[src/rtl/punc_control_pkg.sv]
// Shared opcode, FSM state, datapath select and ALU function encodings for the PUnC control unit.
package punc_control_pkg;

  localparam logic [3:0] OC_BR   = 4'b0000;
  localparam logic [3:0] OC_ADD  = 4'b0001;
  localparam logic [3:0] OC_LD   = 4'b0010;
  localparam logic [3:0] OC_ST   = 4'b0011;
  localparam logic [3:0] OC_JSR  = 4'b0100;
  localparam logic [3:0] OC_AND  = 4'b0101;
  localparam logic [3:0] OC_LDR  = 4'b0110;
  localparam logic [3:0] OC_STR  = 4'b0111;
  localparam logic [3:0] OC_RTI  = 4'b1000;
  localparam logic [3:0] OC_NOT  = 4'b1001;
  localparam logic [3:0] OC_LDI  = 4'b1010;
  localparam logic [3:0] OC_STI  = 4'b1011;
  localparam logic [3:0] OC_JMP  = 4'b1100;
  localparam logic [3:0] OC_RES  = 4'b1101;
  localparam logic [3:0] OC_LEA  = 4'b1110;
  localparam logic [3:0] OC_TRAP = 4'b1111;

  typedef enum logic [2:0] {
    STATE_FETCH  = 3'd0,
    STATE_DECODE = 3'd1,
    STATE_EXEC   = 3'd2,
    STATE_EXEC2  = 3'd3,
    STATE_HALT   = 3'd4
  } state_t;

  localparam logic [1:0] MEM_W_ADDR_SEL_A       = 2'd1;
  localparam logic [1:0] MEM_W_ADDR_SEL_B       = 2'd2;
  localparam logic [1:0] MEM_W_ADDR_SEL_MEMDATA = 2'd3;

  localparam logic       MEM_W_DATA_SEL_RF      = 1'b1;

  localparam logic [1:0] MEM_R_ADDR_SEL_PC       = 2'd0;
  localparam logic [1:0] MEM_R_ADDR_SEL_A        = 2'd1;
  localparam logic [1:0] MEM_R_ADDR_SEL_B        = 2'd2;
  localparam logic [1:0] MEM_R_ADDR_SEL_INDIRECT = 2'd3;

  localparam logic       RF_R0_ADDR_SEL_A = 1'b1;
  localparam logic       RF_R1_ADDR_SEL_B = 1'b1;

  localparam logic [1:0] RF_W_DATA_SEL_ALU = 2'd0;
  localparam logic [1:0] RF_W_DATA_SEL_MEM = 2'd1;
  localparam logic [1:0] RF_W_DATA_SEL_A   = 2'd2;
  localparam logic [1:0] RF_W_DATA_SEL_PC  = 2'd3;

  localparam logic       RF_W_ADDR_SEL_DR = 1'b0;
  localparam logic       RF_W_ADDR_SEL_R7 = 1'b1;

  localparam logic [1:0] PC_LD_DATA_SEL_A = 2'd1;
  localparam logic [1:0] PC_LD_DATA_SEL_B = 2'd2;
  localparam logic [1:0] PC_LD_DATA_SEL_C = 2'd3;

  localparam logic       COND_LD_DATA_SEL_ALU = 1'b0;
  localparam logic       COND_LD_DATA_SEL_RF  = 1'b1;

  localparam logic [2:0] ALU_FN_PASS  = 3'd0;
  localparam logic [2:0] ALU_FN_ADD   = 3'd1;
  localparam logic [2:0] ALU_FN_AND   = 3'd2;
  localparam logic [2:0] ALU_FN_NOT   = 3'd3;
  localparam logic [2:0] ALU_FN_ADD_I = 3'd4;
  localparam logic [2:0] ALU_FN_AND_I = 3'd5;

  // Operate-class ALU function: immediate form chosen by ir[5].
  function automatic logic [2:0] alu_fn(input logic [3:0] op, input logic imm);
    if (op == OC_NOT)
      return ALU_FN_NOT;
    else if (op == OC_AND)
      return imm ? ALU_FN_AND_I : ALU_FN_AND;
    else
      return imm ? ALU_FN_ADD_I : ALU_FN_ADD;
  endfunction

  function automatic logic br_taken(input logic [2:0] mask, input logic n, input logic z,
                                    input logic p);
    return (mask[2] & n) | (mask[1] & z) | (mask[0] & p);
  endfunction

  function automatic logic is_indirect(input logic [3:0] op);
    return (op == OC_LDI) || (op == OC_STI);
  endfunction

endpackage

[src/rtl/punc_control.sv]
// PUnC LC3 control unit: multi-cycle fetch/decode/execute FSM driving the datapath selects and enables.
// Define PUNC_INSTR_COUNT_EN to add the retired-instruction counter output instr_count.
module punc_control (
  input  logic        clk,
  input  logic        rst,
  input  logic [15:0] ir,
  input  logic        n,
  input  logic        z,
  input  logic        p,
  output logic        mem_w_en,
  output logic [1:0]  mem_w_addr_sel,
  output logic        mem_w_data_sel,
  output logic [1:0]  mem_r_addr_sel,
  output logic        rf_w_en,
  output logic        rf_r0_addr_sel,
  output logic        rf_r1_addr_sel,
  output logic [1:0]  rf_w_data_sel,
  output logic        rf_w_addr_sel,
  output logic        ir_ld,
  output logic        pc_ld,
  output logic        pc_clr,
  output logic        pc_inc,
  output logic [1:0]  pc_ld_data_sel,
  output logic [2:0]  alu_sel,
  output logic        cond_ld,
  output logic        cond_ld_data_sel,
  output logic        halted
`ifdef PUNC_INSTR_COUNT_EN
  ,
  output logic [31:0] instr_count
`endif
);
  import punc_control_pkg::*;

  state_t     state;
  state_t     next_state;
  logic [3:0] opcode;

  assign opcode = ir[15:12];

  // Register fields and offsets are consumed by the datapath, not here.
  logic unused_ir_bits;
  assign unused_ir_bits = ^{ir[8:6], ir[4:0]};

  always_ff @(posedge clk) begin
    if (rst)
      state <= STATE_FETCH;
    else
      state <= next_state;
  end

  always_comb begin
    next_state = state;
    case (state)
      STATE_FETCH:  next_state = STATE_DECODE;
      STATE_DECODE: next_state = (opcode == OC_TRAP) ? STATE_HALT : STATE_EXEC;
      STATE_EXEC:   next_state = is_indirect(opcode) ? STATE_EXEC2 : STATE_FETCH;
      STATE_EXEC2:  next_state = STATE_FETCH;
      STATE_HALT:   next_state = STATE_HALT;
      default:      next_state = STATE_FETCH;
    endcase
  end

  always_comb begin
    mem_w_en         = 1'b0;
    mem_w_addr_sel   = 2'd0;
    mem_w_data_sel   = 1'b0;
    mem_r_addr_sel   = 2'd0;
    rf_w_en          = 1'b0;
    rf_r0_addr_sel   = 1'b0;
    rf_r1_addr_sel   = 1'b0;
    rf_w_data_sel    = 2'd0;
    rf_w_addr_sel    = 1'b0;
    ir_ld            = 1'b0;
    pc_ld            = 1'b0;
    pc_clr           = 1'b0;
    pc_inc           = 1'b0;
    pc_ld_data_sel   = 2'd0;
    alu_sel          = ALU_FN_PASS;
    cond_ld          = 1'b0;
    cond_ld_data_sel = 1'b0;
    halted           = 1'b0;

    // Reset overrides the state decode so an aborted instruction never commits.
    if (rst) begin
      pc_clr = 1'b1;
    end else begin
      case (state)
        STATE_FETCH: begin
          mem_r_addr_sel = MEM_R_ADDR_SEL_PC;
          ir_ld          = 1'b1;
          pc_inc         = 1'b1;
        end

        STATE_EXEC: begin
          case (opcode)
            OC_ADD, OC_AND, OC_NOT: begin
              rf_r0_addr_sel = RF_R0_ADDR_SEL_A;
              if (!ir[5])
                rf_r1_addr_sel = RF_R1_ADDR_SEL_B;
              alu_sel          = alu_fn(opcode, ir[5]);
              rf_w_data_sel    = RF_W_DATA_SEL_ALU;
              rf_w_en          = 1'b1;
              cond_ld          = 1'b1;
              cond_ld_data_sel = COND_LD_DATA_SEL_ALU;
            end

            OC_LD, OC_LDR, OC_LEA: begin
              rf_w_en          = 1'b1;
              cond_ld          = 1'b1;
              cond_ld_data_sel = COND_LD_DATA_SEL_RF;
              if (opcode == OC_LEA) begin
                rf_w_data_sel = RF_W_DATA_SEL_A;
              end else begin
                rf_w_data_sel  = RF_W_DATA_SEL_MEM;
                mem_r_addr_sel = (opcode == OC_LD) ? MEM_R_ADDR_SEL_A : MEM_R_ADDR_SEL_B;
              end
            end

            OC_ST, OC_STR: begin
              mem_w_en       = 1'b1;
              mem_w_data_sel = MEM_W_DATA_SEL_RF;
              mem_w_addr_sel = (opcode == OC_ST) ? MEM_W_ADDR_SEL_A : MEM_W_ADDR_SEL_B;
            end

            OC_BR: begin
              if (br_taken(ir[11:9], n, z, p)) begin
                pc_ld          = 1'b1;
                pc_ld_data_sel = PC_LD_DATA_SEL_A;
              end
            end

            OC_JMP: begin
              pc_ld          = 1'b1;
              pc_ld_data_sel = PC_LD_DATA_SEL_B;
            end

            OC_JSR: begin
              rf_w_addr_sel  = RF_W_ADDR_SEL_R7;
              rf_w_data_sel  = RF_W_DATA_SEL_PC;
              rf_w_en        = 1'b1;
              pc_ld          = 1'b1;
              pc_ld_data_sel = ir[11] ? PC_LD_DATA_SEL_C : PC_LD_DATA_SEL_B;
            end

            // First half of an indirect access: fetch the pointer word.
            OC_LDI, OC_STI: begin
              mem_r_addr_sel = MEM_R_ADDR_SEL_A;
            end

            default: begin
            end
          endcase
        end

        STATE_EXEC2: begin
          if (opcode == OC_LDI) begin
            mem_r_addr_sel   = MEM_R_ADDR_SEL_INDIRECT;
            rf_w_data_sel    = RF_W_DATA_SEL_MEM;
            rf_w_en          = 1'b1;
            cond_ld          = 1'b1;
            cond_ld_data_sel = COND_LD_DATA_SEL_RF;
          end else if (opcode == OC_STI) begin
            mem_r_addr_sel = MEM_R_ADDR_SEL_A;
            mem_w_addr_sel = MEM_W_ADDR_SEL_MEMDATA;
            mem_w_en       = 1'b1;
          end
        end

        STATE_HALT: begin
          halted = 1'b1;
        end

        default: begin
        end
      endcase
    end
  end

`ifdef PUNC_INSTR_COUNT_EN
  logic retire;
  assign retire = ((state == STATE_EXEC) || (state == STATE_EXEC2)) &&
                  (next_state == STATE_FETCH);

  always_ff @(posedge clk) begin
    if (rst)
      instr_count <= '0;
    else if (retire)
      instr_count <= instr_count + 32'd1;
  end
`endif

endmodule
[config.mk]
export PLATFORM = sky130hd
export DESIGN_NAME = punc_control
export DESIGN_NICKNAME = d
export VERILOG_FILES = /design/src/rtl/punc_control_pkg.sv /design/src/rtl/punc_control.sv
export SDC_FILE = /design/constraint.sdc
export NUM_CORES = 1
export LEC_CHECK = 0
export BUFFER_PORTS_ARGS = -buffer_cell sky130_fd_sc_hd__buf_2
export CAP_MARGIN = 20
export CORE_ASPECT_RATIO = 1.2
export CORE_MARGIN = 5
export CORE_UTILIZATION = 35
export CTS_CLUSTER_DIAMETER = 50
export CTS_CLUSTER_SIZE = 12
export DETAILED_ROUTE_END_ITERATION = 12
export PLACE_DENSITY = 0.7
export SYNTH_ARGS = -nofsm -noshare
export SYNTH_HDL_FRONTEND = slang
export SYNTH_SLANG_ARGS = --single-unit
[constraint.sdc]
create_clock -name clk -period 2.8 [get_ports clk]
set_clock_uncertainty 0.1 [all_clocks]
set_input_delay 0.14 -clock clk [delete_from_list [all_inputs] [get_ports clk]]
set_output_delay 0.14 -clock clk [all_outputs]
set_load 0.02 [all_outputs]
After elaboration in Yosys (flattened, before gate mapping)
Index checks and enable logic that the tools add are counted.
Word-level totals
  register bits: 3
  input port bits: 21
  output and inout port bits: 24
Operators by class
  equal/unequal tests: 17
  muxes and demuxes: 69
  bitwise logic cells: 5
  reductions and logical operators: 10
Operators by type and width (number)
  $mux W1: 35
  $mux W2: 14
  $eq A4 B4 Y1 const B: 6
  $mux W3: 8
  $pmux W2 S2: 5
  $eq A4 B3 Y1 const B: 4
  $pmux W3 S4: 1
  $pmux W1 S2: 5
  $eq A4 B2 Y1 const B: 2
  $reduce_or A7 Y1: 1
  $eq A3 B2 Y1 const B: 2
  $pmux W2 S3: 1
  $reduce_or A2 Y1: 3
  $reduce_or A3 Y1: 2
  $reduce_or A6 Y1: 1
  $eq A4 B1 Y1 const B: 1
  $logic_not A4 Y1: 1
  $and A1 B1 Y1: 3
  $eq A3 B1 Y1 const B: 1
  $eq A3 B3 Y1 const B: 1
  $logic_not A3 Y1: 1
  $or A1 B1 Y1: 2
  $logic_or A1 B1 Y1: 1

Depth between registers and ports, before layout
Gate-level depths: netlist of run 1.
  word-level depth: 7
  depth in mapped cells: 7

Worst setup path before layout of run 1
OpenSTA, ideal clock, no wires.
  path kind: reg2out
  from: register state[0]
  to: output pc_inc
  data arrival time: 1587 ps
  data required time: 2560 ps
  path slack: 973 ps
  stages on the path, launching flop included: 4
  path buffers: 2
  path through: dfxtp_1 -> buf_4 -> nor4_1 -> buf_4
Between the ends
  word-level cells in the longest chain between the ends: 3
Ends and longest elaborated chain
  from (decl): line punc_control.sv:35  | state_t state;
  from (signal assigned): line punc_control.sv:49  | state <= next_state;
  $logic_not A3 Y1
  $mux W1 (2 in a row)
  to (decl): line punc_control.sv:22  | output logic pc_inc,
No other way between the ends.

Final worst setup path of run 1
  from: register state[0]
  to: output rf_w_en
Between the ends
  word-level cells in the longest chain between the ends: 3
  elaborated cells between the ends (all ways): 4
  those cells by class: eq/ne: 2; mux: 2
Ends and longest elaborated chain
  $eq A3 B2 Y1: line punc_control.sv:88  | case (state)
  $pmux W1 S2 *: line punc_control.sv:88
  $mux W1 *: line punc_control.sv:85  | if (rst) begin
  to (decl): line punc_control.sv:14  | output logic rf_w_en,
Mark *: on every way between the ends. The rest lies on a longest branch, timed or not.

==> flow_metrics.py, run 1 <==
metrics = {
    "finish": {
        "postLayoutCellArea_sq_um": 820,
        "top_regs": "state (3)",
        "regArea_sq_um": 60.1,
        "drive_gt1_frac": 0.413,
        "antennaDiodeCount": 0,
        "layout_commonest_cell": "buf_2",
        "multiInputGateArea_sq_um": 510,
        "n_fill_cell": 188,
        "largest_reg_flops": 3,
        "utilization": 0.453,
        "top_register": "state",
        "final_cell_mix": "36 x buf_2, 12 x nor2_1, 7 x nand2b_1, 6 x a21oi_1",
        "area_growth_pct": 25.5,
        "final_nets": 144,
    },
    "floorplan": {
        "ios": 45,
        "start_util": 0.361,
        "dieArea_sq_um": 2830,
        "core_area_sq_um": 1810,
        "dieWidth_um": 49.4,
        "die_h_um": 57.3,
        "fp-row-count": 17,
    },
    "min_path": {
        "hold_class": "primary input to register",
    },
    "timing": {
        "setup_ws_ns": 0.883,
        "max_clock_freq_mhz": 522,
        "holdWs_ns": 0.149,
        "fin_crit_sh": 0.685,
        "tightest_slew_ns": 0.611,
        "relSlewSlack": 0.592,
        "tns_ns": 0,
        "grt_setup_unrepaired": "false",
        "setup_viol": 0,
        "hold_viol": 0,
        "finalCriticalPeriod_ns": 1.92,
        "slew_violations": 0,
    },
    "setup_path": {
        "cp_data_required_time_ns": 2.56,
        "crit_arrival_ns": 1.68,
        "critPathKind": "register to output pin",
        "cp_max_fo": 16,
        "rrSetupSlack_ns": 1.44,
        "worstSetupStartpointType": "register",
        "endpoint_kind": "output pin",
    },
    "global_routing": {
        "grt_util_met3": 0.0418,
        "overflow": 0,
        "grt_max_degree": 20,
        "use_met1": 0.131,
        "grt.met2_usage": 0.228,
        "grt.busiest_layer": "met2",
        "antenna_found_initial": 0,
        "first_global_vias": 671,
        "grt_usage": 0.123,
        "grt_pass1_wl_um": 2900,
    },
    "clock_tree": {
        "cts_sinks": 3,
        "clock_latency_ns": 0.23,
        "clock_path_buffers": 2,
        "cts_root_buf": "clkbuf_4",
        "cts_resized": 0,
        "clk_pin_slew_worst_paths_ns": 0.04,
        "cts_max_level": 1,
        "cts_tree": "done",
        "numCtsBuffers": 3,
        "ctsHoldBuffers": 0,
        "cts_setup_buffers": 0,
    },
    "placement": {
        "dp_hpwl_um": 1380,
        "pre_cts_slack_ns": 1.13,
        "place_congestion": 0.737,
        "dpl_cell_area_sq_um": 793,
        "io_buffers": 36,
    },
    "detailed_routing": {
        "wl_per_cell_um": 13.0,
        "via_per_inst": 5.35,
        "drc": 0,
        "drt_wl_total_um": 1820,
        "dr.pass1.iters": 4,
        "antenna_left": 0,
        "vias": 749,
        "drt_iter0_markers": 13,
    },
    "logic_synthesis": {
        "synth_seq_cells": 3,
        "syn-cell-area_sq_um": 653,
        "synth_seq_area_share": 0.0920,
        "synthCells": 91,
        "ys_warn_count": 0,
        "synth_cell_types": 36,
        "synth.net_count": 113,
        "postSynthAreaPerCell_sq_um": 7.18,
    },
    "pwr": {
        "power_density_nw_per_um2": 277,
        "ir_drop_v": 0.000182,
        "power_leakage_nw": 0.397,
    },
    "run": {
        "cap_violations": 0,
    },
    "status": {
        "status": "finished clean",
    },
}
critical path: stages (launching register included):
cell      delay (ns)
dfxtp_1         0.70
and3b_1         0.31
nand4b_1        0.13
o311ai_2        0.10
buf_2           0.20
cell type report:
class                   instances  area share
multi-input cells              73       0.623
repair buffers                 36       0.220
flip-flops and latches          3      0.0733
clock buffers                   4      0.0321
well taps                      19      0.0290
inverters                       5      0.0229
where the power goes:
| part | internal (W) | switching (W) |
|---|---|---|
| clock | 0.0000534 | 0.0000221 |
| combinational | 0.0000380 | 0.0000540 |
| sequential | 0.0000465 | 0.0000126 |
cell usage after synthesis:
cell / count / area share
a211oi_1: 2 / 0.023
a21o_1: 2 / 0.023
a21oi_1: 6 / 0.046
a22oi_1: 1 / 0.011
a2bb2oi_1: 1 / 0.013
a31oi_1: 1 / 0.0096
and3b_1: 1 / 0.013
buf_2: 6 / 0.046
buf_4: 3 / 0.034
buf_6: 1 / 0.017
dfxtp_1: 3 / 0.092
ha_1: 1 / 0.019
inv_1: 5 / 0.029
maj3_1: 1 / 0.015
nand2_1: 4 / 0.023
nand2_2: 2 / 0.019
nand2b_1: 7 / 0.067
nand2b_2: 1 / 0.013
nand3_2: 2 / 0.031
nand3b_1: 1 / 0.011
nand4b_1: 3 / 0.040
nand4bb_1: 1 / 0.017
nor2_1: 12 / 0.069
nor2b_1: 1 / 0.0096
nor3_1: 5 / 0.038
nor3_2: 3 / 0.046
nor3b_4: 1 / 0.029
nor4_1: 1 / 0.0096
nor4b_1: 2 / 0.027
nor4b_4: 1 / 0.036
o21a_1: 2 / 0.023
o21ai_0: 3 / 0.023
o22ai_1: 1 / 0.0096
o311ai_2: 1 / 0.025
xnor2_1: 1 / 0.013
xor2_1: 2 / 0.027
layer usage:
metal  up-vias  wire [um]
met5         -          0
met1       348        738
met4         0         12
met3         2        124
li1        379          -
met2        20        939
final timing paths:
| path | start | endpoint | cells past startpoint |
|---|---|---|---|
| worst max-delay path | state[0] | rf_w_en | 4 |
| worst min-delay path | rst | state[0] | 2 |
| worst max register to register | state[0] | state[1] | 3 |
| worst min register to register | state[1] | state[2] | 1 |
stage by stage:
step	power (W)	std cells
CTS	0.000229	140
finish	0.000227	140
floorplan	0.000132	91
global placement	0.000148	136
detailed placement	0.000152	136
global route	0.000241	140
logic make-up after synthesis:
logic type | count (synthesis) | synth area share
simple gates | 48 | 0.500
compound gates | 20 | 0.207
buf+inv | 15 | 0.126
xor+xnor | 3 | 0.0402
flops | 3 | 0.0920
fa+ha+maj | 2 | 0.0345
(Power assumes the default switching activity.)
==> run 2, diff against run 1 <==
--- a/config.mk
+++ b/config.mk
@@ -13,7 +13,7 @@
 export CTS_CLUSTER_DIAMETER = 50
 export CTS_CLUSTER_SIZE = 12
 export DETAILED_ROUTE_END_ITERATION = 12
-export PLACE_DENSITY = 0.7
+export PLACE_DENSITY = 0.72
 export SYNTH_ARGS = -nofsm -noshare
 export SYNTH_HDL_FRONTEND = slang
 export SYNTH_SLANG_ARGS = --single-unit
==> constraint.sdc (replaced) <==
create_clock -name clk -period 1.6 [get_ports clk]
set_clock_uncertainty 0.1 [all_clocks]
set_input_delay 0.08 -clock clk [delete_from_list [all_inputs] [get_ports clk]]
set_output_delay 0.08 -clock clk [all_outputs]
set_load 0.02 [all_outputs]
==> flow_metrics.py, run 2 (synthesized netlist as in run 1, its figures left out) <==
metrics = {
    "detailed_routing": {
        "drc": 0,
        "via_per_inst": 5.44,
        "vias": 810,
        "dr.pass1.iters": 4,
        "drt_iter0_markers": 26,
        "wl_per_cell_um": 14.4,
        "drt_wl_total_um": 2150,
        "antenna_left": 0,
    },
    "finish": {
        "top_regs": "state (3)",
        "area_growth_pct": 64.2,
        "n_fill_cell": 162,
        "antennaDiodeCount": 0,
        "drive_gt1_frac": 0.592,
        "final_cell_mix": "19 x buf_2, 19 x buf_4, 7 x nand2b_1, 7 x nor2_1, 7 x buf_6",
        "fin_cells": 149,
        "final_nets": 153,
        "largest_reg_flops": 3,
        "top_register": "state",
    },
    "clock_tree": {
        "clock_latency_ns": 0.24,
        "numCtsBuffers": 3,
        "clock_path_buffers": 2,
        "cts_root_buf": "clkbuf_4",
        "cts_tree": "done",
        "cts_max_level": 1,
        "cts_sinks": 3,
        "clk_pin_slew_worst_paths_ns": 0.04,
    },
    "placement": {
        "place_congestion": 0.774,
        "dp_cells": 140,
        "dp_hpwl_um": 1440,
        "io_buffers": 36,
    },
    "global_routing": {
        "antenna_found_initial": 0,
        "first_global_vias": 778,
        "grt_pass1_wl_um": 3380,
        "overflow": 0,
        "grt_usage": 0.144,
        "grt_max_degree": 15,
    },
    "floorplan": {
        "die_h_um": 57.3,
        "start_util": 0.361,
        "dieArea_sq_um": 2830,
        "ios": 45,
        "fp-row-count": 17,
        "dieWidth_um": 49.4,
        "core_area_sq_um": 1810,
    },
    "setup_path": {
        "cp_max_fo": 9,
        "worst_path_largest_cell_delay_ns": 0.38,
        "critPathKind": "register to output pin",
        "crit_arrival_ns": 1.45,
        "slowest_stage": "dfxtp_4",
        "cp_data_required_time_ns": 1.42,
        "r2r-start": "state[0]",
        "crit_chain": "nor3b_4 > nand3_2 > nor3_2 > buf_4",
        "worstSetupStartpoint": "state[2]",
        "rrSetupSlack_ns": 0.47,
        "worstSetupStartpointType": "register",
        "endpoint_kind": "output pin",
    },
    "status": {
        "violations": "setup timing",
        "status": "finished with violations",
    },
    "timing": {
        "setup_ws_ns": -0.0270,
        "hold_viol": 0,
        "tns_ns": -0.0270,
        "finalCriticalPeriod_ns": 1.63,
        "grt_setup_unrepaired": "true",
        "tightest_slew_ns": 0.373,
        "setup_viol": 1,
        "fin_crit_sh": 1.02,
        "slew_violations": 0,
        "relSlewSlack": 0.751,
        "max_clock_freq_mhz": 615,
    },
    "pwr": {
        "ir_drop_v": 0.000164,
        "power_leakage_nw": 0.482,
        "power_density_nw_per_um2": 435,
    },
    "min_path": {
        "hp-start": "rst",
        "hold_class": "primary input to register",
    },
    "run": {
        "cap_violations": 0,
    },
}
==> run 2: layer usage <==
metal	part of all wire	routed length, um	track usage	vias to the layer above
li1	-	-	-	400
met4	0.033	72	0.0599	0
met1	0.39	836	0.159	382
met2	0.55	1180	0.269	21
met5	0	0	0	-
met3	0.032	69	0.0235	7
==> run 2: worst max-delay path: cells and delay by family, from the launching register on <==
family	cells	cell delay, ns
simple gates	3	0.66
buf+inv	1	0.17
flops	1	0.38
==> run 2: layout make-up <==
type,instances,area (sq um),area share
multi-input cells,73,616,0.574
repair buffers,45,317,0.295
flip-flops and latches,3,71.3,0.0665
clock buffers,4,26.3,0.0245
well taps,19,23.8,0.0222
inverters,5,18.8,0.0175
==> run 2: worst paths after layout <==
kind         cells after the start                 to
min reg2reg                      1           state[2]
max reg2reg                      4           state[1]
min                              2           state[0]
max                              4  mem_w_addr_sel[0]
==> run 2: per-stage QoR <==
stage | worst slack (ns) | total power, W | cell area [sq um] | util | hold slack [ns]
floorplan | 0.104 | 0.000234 | 659 | - | 0.140
global placement | 0.0618 | 0.000275 | 830 | 0.459 | 0.320
detailed placement | 0.0425 | 0.000279 | 830 | 0.459 | 0.331
CTS | -0.00937 | 0.000439 | 928 | 0.513 | 0.0735
global route | -0.153 | 0.000505 | 1070 | 0.593 | 0.114
finish | -0.0270 | 0.000466 | 1070 | 0.593 | 0.0814
==> run 2: report_power, final <==
part | total [W] | leakage (nW) | internal (W) | switching, W
clock | 0.000138 | 0.0150 | 0.0000938 | 0.0000442
combinational | 0.000236 | 0.441 | 0.000102 | 0.000134
sequential | 0.0000928 | 0.0267 | 0.0000811 | 0.0000117
total | 0.000466 | 0.482 | 0.000277 | 0.000190
==> run 2: timing repair <==
item	in CTS	in global routing
hold buffers	0	0
setup endpoints to repair	19	20
gates resized for setup	15	36
cloned	0	0
pin swaps	3	6
buffers inserted	3	2
==> run 3, diff against run 2 <==
--- a/config.mk
+++ b/config.mk
@@ -9,11 +9,11 @@
 export CAP_MARGIN = 20
 export CORE_ASPECT_RATIO = 1.2
 export CORE_MARGIN = 5
-export CORE_UTILIZATION = 35
+export CORE_UTILIZATION = 37
 export CTS_CLUSTER_DIAMETER = 50
 export CTS_CLUSTER_SIZE = 12
 export DETAILED_ROUTE_END_ITERATION = 12
-export PLACE_DENSITY = 0.72
+export PLACE_DENSITY = 0.76
 export SYNTH_ARGS = -nofsm -noshare
 export SYNTH_HDL_FRONTEND = slang
 export SYNTH_SLANG_ARGS = --single-unit
==> flow_metrics.py, run 3 (synthesized netlist as in run 1, its figures left out) <==
metrics = {
    "floorplan": {
        "die_h_um": 56.0,
        "ios": 45,
        "fp-row-count": 16,
        "dieArea_sq_um": 2710,
        "core_area_sq_um": 1660,
        "start_util": 0.393,
        "dieWidth_um": 48.4,
    },
    "pwr": {
        "p_int_w": 0.000282,
        "pwr-share-seq": 0.201,
        "clkPwrFrac": 0.299,
        "p_sw_frac": 0.388,
        "ir_drop_v": 0.000206,
        "power.switching_w": 0.000179,
        "power_leakage_nw": 0.455,
        "combPwrFrac": 0.500,
        "power_density_nw_per_um2": 451,
    },
    "finish": {
        "fin_cells": 148,
        "area_growth_pct": 56.1,
        "layout_commonest_cell": "buf_4",
        "final_cell_mix": "22 x buf_4, 19 x buf_2, 11 x nor2_1, 7 x nand2b_1, 6 x nor3_2",
        "largest_reg_flops": 3,
        "final_nets": 153,
        "top_register": "state",
        "drive_gt1_frac": 0.562,
        "antennaDiodeCount": 0,
        "top_regs": "state (3)",
    },
    "status": {
        "violations": "setup timing",
        "status": "finished with violations",
    },
    "global_routing": {
        "overflow": 0,
        "grt_max_degree": 15,
        "grt.busiest_layer": "met2",
        "grt_usage": 0.141,
        "first_global_vias": 735,
        "grt_util_met3": 0.0349,
        "antenna_found_initial": 0,
        "use_met1": 0.168,
        "grt.met2_usage": 0.246,
        "grt_pass1_wl_um": 3230,
    },
    "placement": {
        "io_buffers": 36,
        "dp_hpwl_um": 1400,
        "dp_cells": 138,
        "place_congestion": 0.758,
    },
    "timing": {
        "tightest_slew_ns": 0.376,
        "holdWs_ns": 0.0848,
        "slew_violations": 0,
        "setup_viol": 6,
        "finalCriticalPeriod_ns": 1.62,
        "fin_crit_sh": 1.01,
        "grt_setup_unrepaired": "true",
        "relSlewSlack": 0.748,
        "max_clock_freq_mhz": 616,
        "hold_viol": 0,
        "setup_ws_ns": -0.0237,
    },
    "min_path": {
        "whs_path_depth": 2,
        "hold_class": "primary input to register",
    },
    "clock_tree": {
        "cts_tree": "done",
        "cts_max_level": 1,
        "cts_sinks": 3,
        "clock_path_buffers": 2,
        "ctsHoldBuffers": 0,
        "clk_pin_slew_worst_paths_ns": 0.04,
        "clock_latency_ns": 0.24,
        "cts_root_buf": "clkbuf_4",
        "numCtsBuffers": 3,
    },
    "detailed_routing": {
        "drc": 0,
        "dr.pass1.iters": 4,
        "vias": 797,
        "drt_iter0_markers": 8,
        "antenna_left": 0,
        "via_per_inst": 5.39,
        "wl_per_cell_um": 13.3,
        "drt_wl_total_um": 1980,
    },
    "setup_path": {
        "cp_max_fo": 4,
        "cp_data_required_time_ns": 1.42,
        "critPathKind": "register to output pin",
        "crit_chain": "nor4b_4 > nand3_2 > o311ai_2 > buf_4",
        "ff2ff_path_depth": 4,
        "path_buf_inv": 1,
        "slowest_stage": "nor4b_4",
        "crit_cells": 4,
        "crit_arrival_ns": 1.44,
        "endpoint_kind": "output pin",
        "worst_path_largest_cell_delay_ns": 0.40,
        "crit_family": "simple AND/OR/NAND/NOR gates",
        "worstSetupStartpointType": "register",
    },
    "run": {
        "cap_violations": 0,
    },
}
[run 3: cell types whose count changed in the layout (fill, tap and decap cells not counted), moves of 2 or more]
cell / delta
nor2_2: -3
buf_6: -4
buf_4: +3
nor2_1: +4
nor3_2: +2
[run 3: final cells by class]
class	count	area [sq um]
multi-input combinational	73	567
sequential	3	71.3
inverter	5	18.8
timing repair buffer	45	314
clock buffer	4	26.3
fill	143	642
tap	18	22.5
[run 3: per-stage QoR]
step                instance area, sq um  total power, W  utilization  setup slack [ns]  setup TNS (ns)
floorplan                            659        0.000234            -             0.104               0
global placement                     821        0.000269        0.494            0.0676               0
detailed placement                   821        0.000275        0.494            0.0858               0
CTS                                  953        0.000455        0.574           -0.0143         -0.0276
global route                        1020        0.000500        0.614            -0.122           -1.14
finish                              1020        0.000460        0.614           -0.0237         -0.0654
[run 3: final timing paths]
kind	start	end	slack, ns
worst min-delay path	rst	state[0]	0.08
worst max-delay path	state[0]	rf_w_en	-0.02
worst min register to register	state[2]	state[0]	0.41
worst max register to register	state[0]	state[1]	0.45
[run 3: what timing repair did]
| item | in CTS | in global routing |
|---|---|---|
| setup endpoints to repair | 19 | 16 |
| gates resized for setup | 16 | 21 |
| buffers inserted | 6 | 0 |
| pin swaps | 4 | 3 |
[run 3: worst register-to-register path: cells and delay by family (launching register included)]
| kind | cells | cell delay (ns) |
|---|---|---|
| flip-flops | 1 | 0.36 |
| AO/OA/AOI/OAI | 2 | 0.28 |
| buffers and inverters | 1 | 0.17 |
| AND/OR/NAND/NOR | 1 | 0.17 |
[run 3: per-layer routing]
layer  share of wire  up-vias
li1                -      394
met1            0.42      380
met2            0.52       23
met3           0.060        0
met4               0        0
met5               0        -
[run 3: power by group through the flow]
stage	registers, W	clock network [W]	logic, W
after global routing	0.0000939	0.000154	0.000252
after floorplan	0.0000922	0	0.000141
after global placement	0.0000982	0	0.000171
final	0.0000926	0.000138	0.000230
after detailed placement	0.0000987	0	0.000176
after CTS	0.0000937	0.000143	0.000219
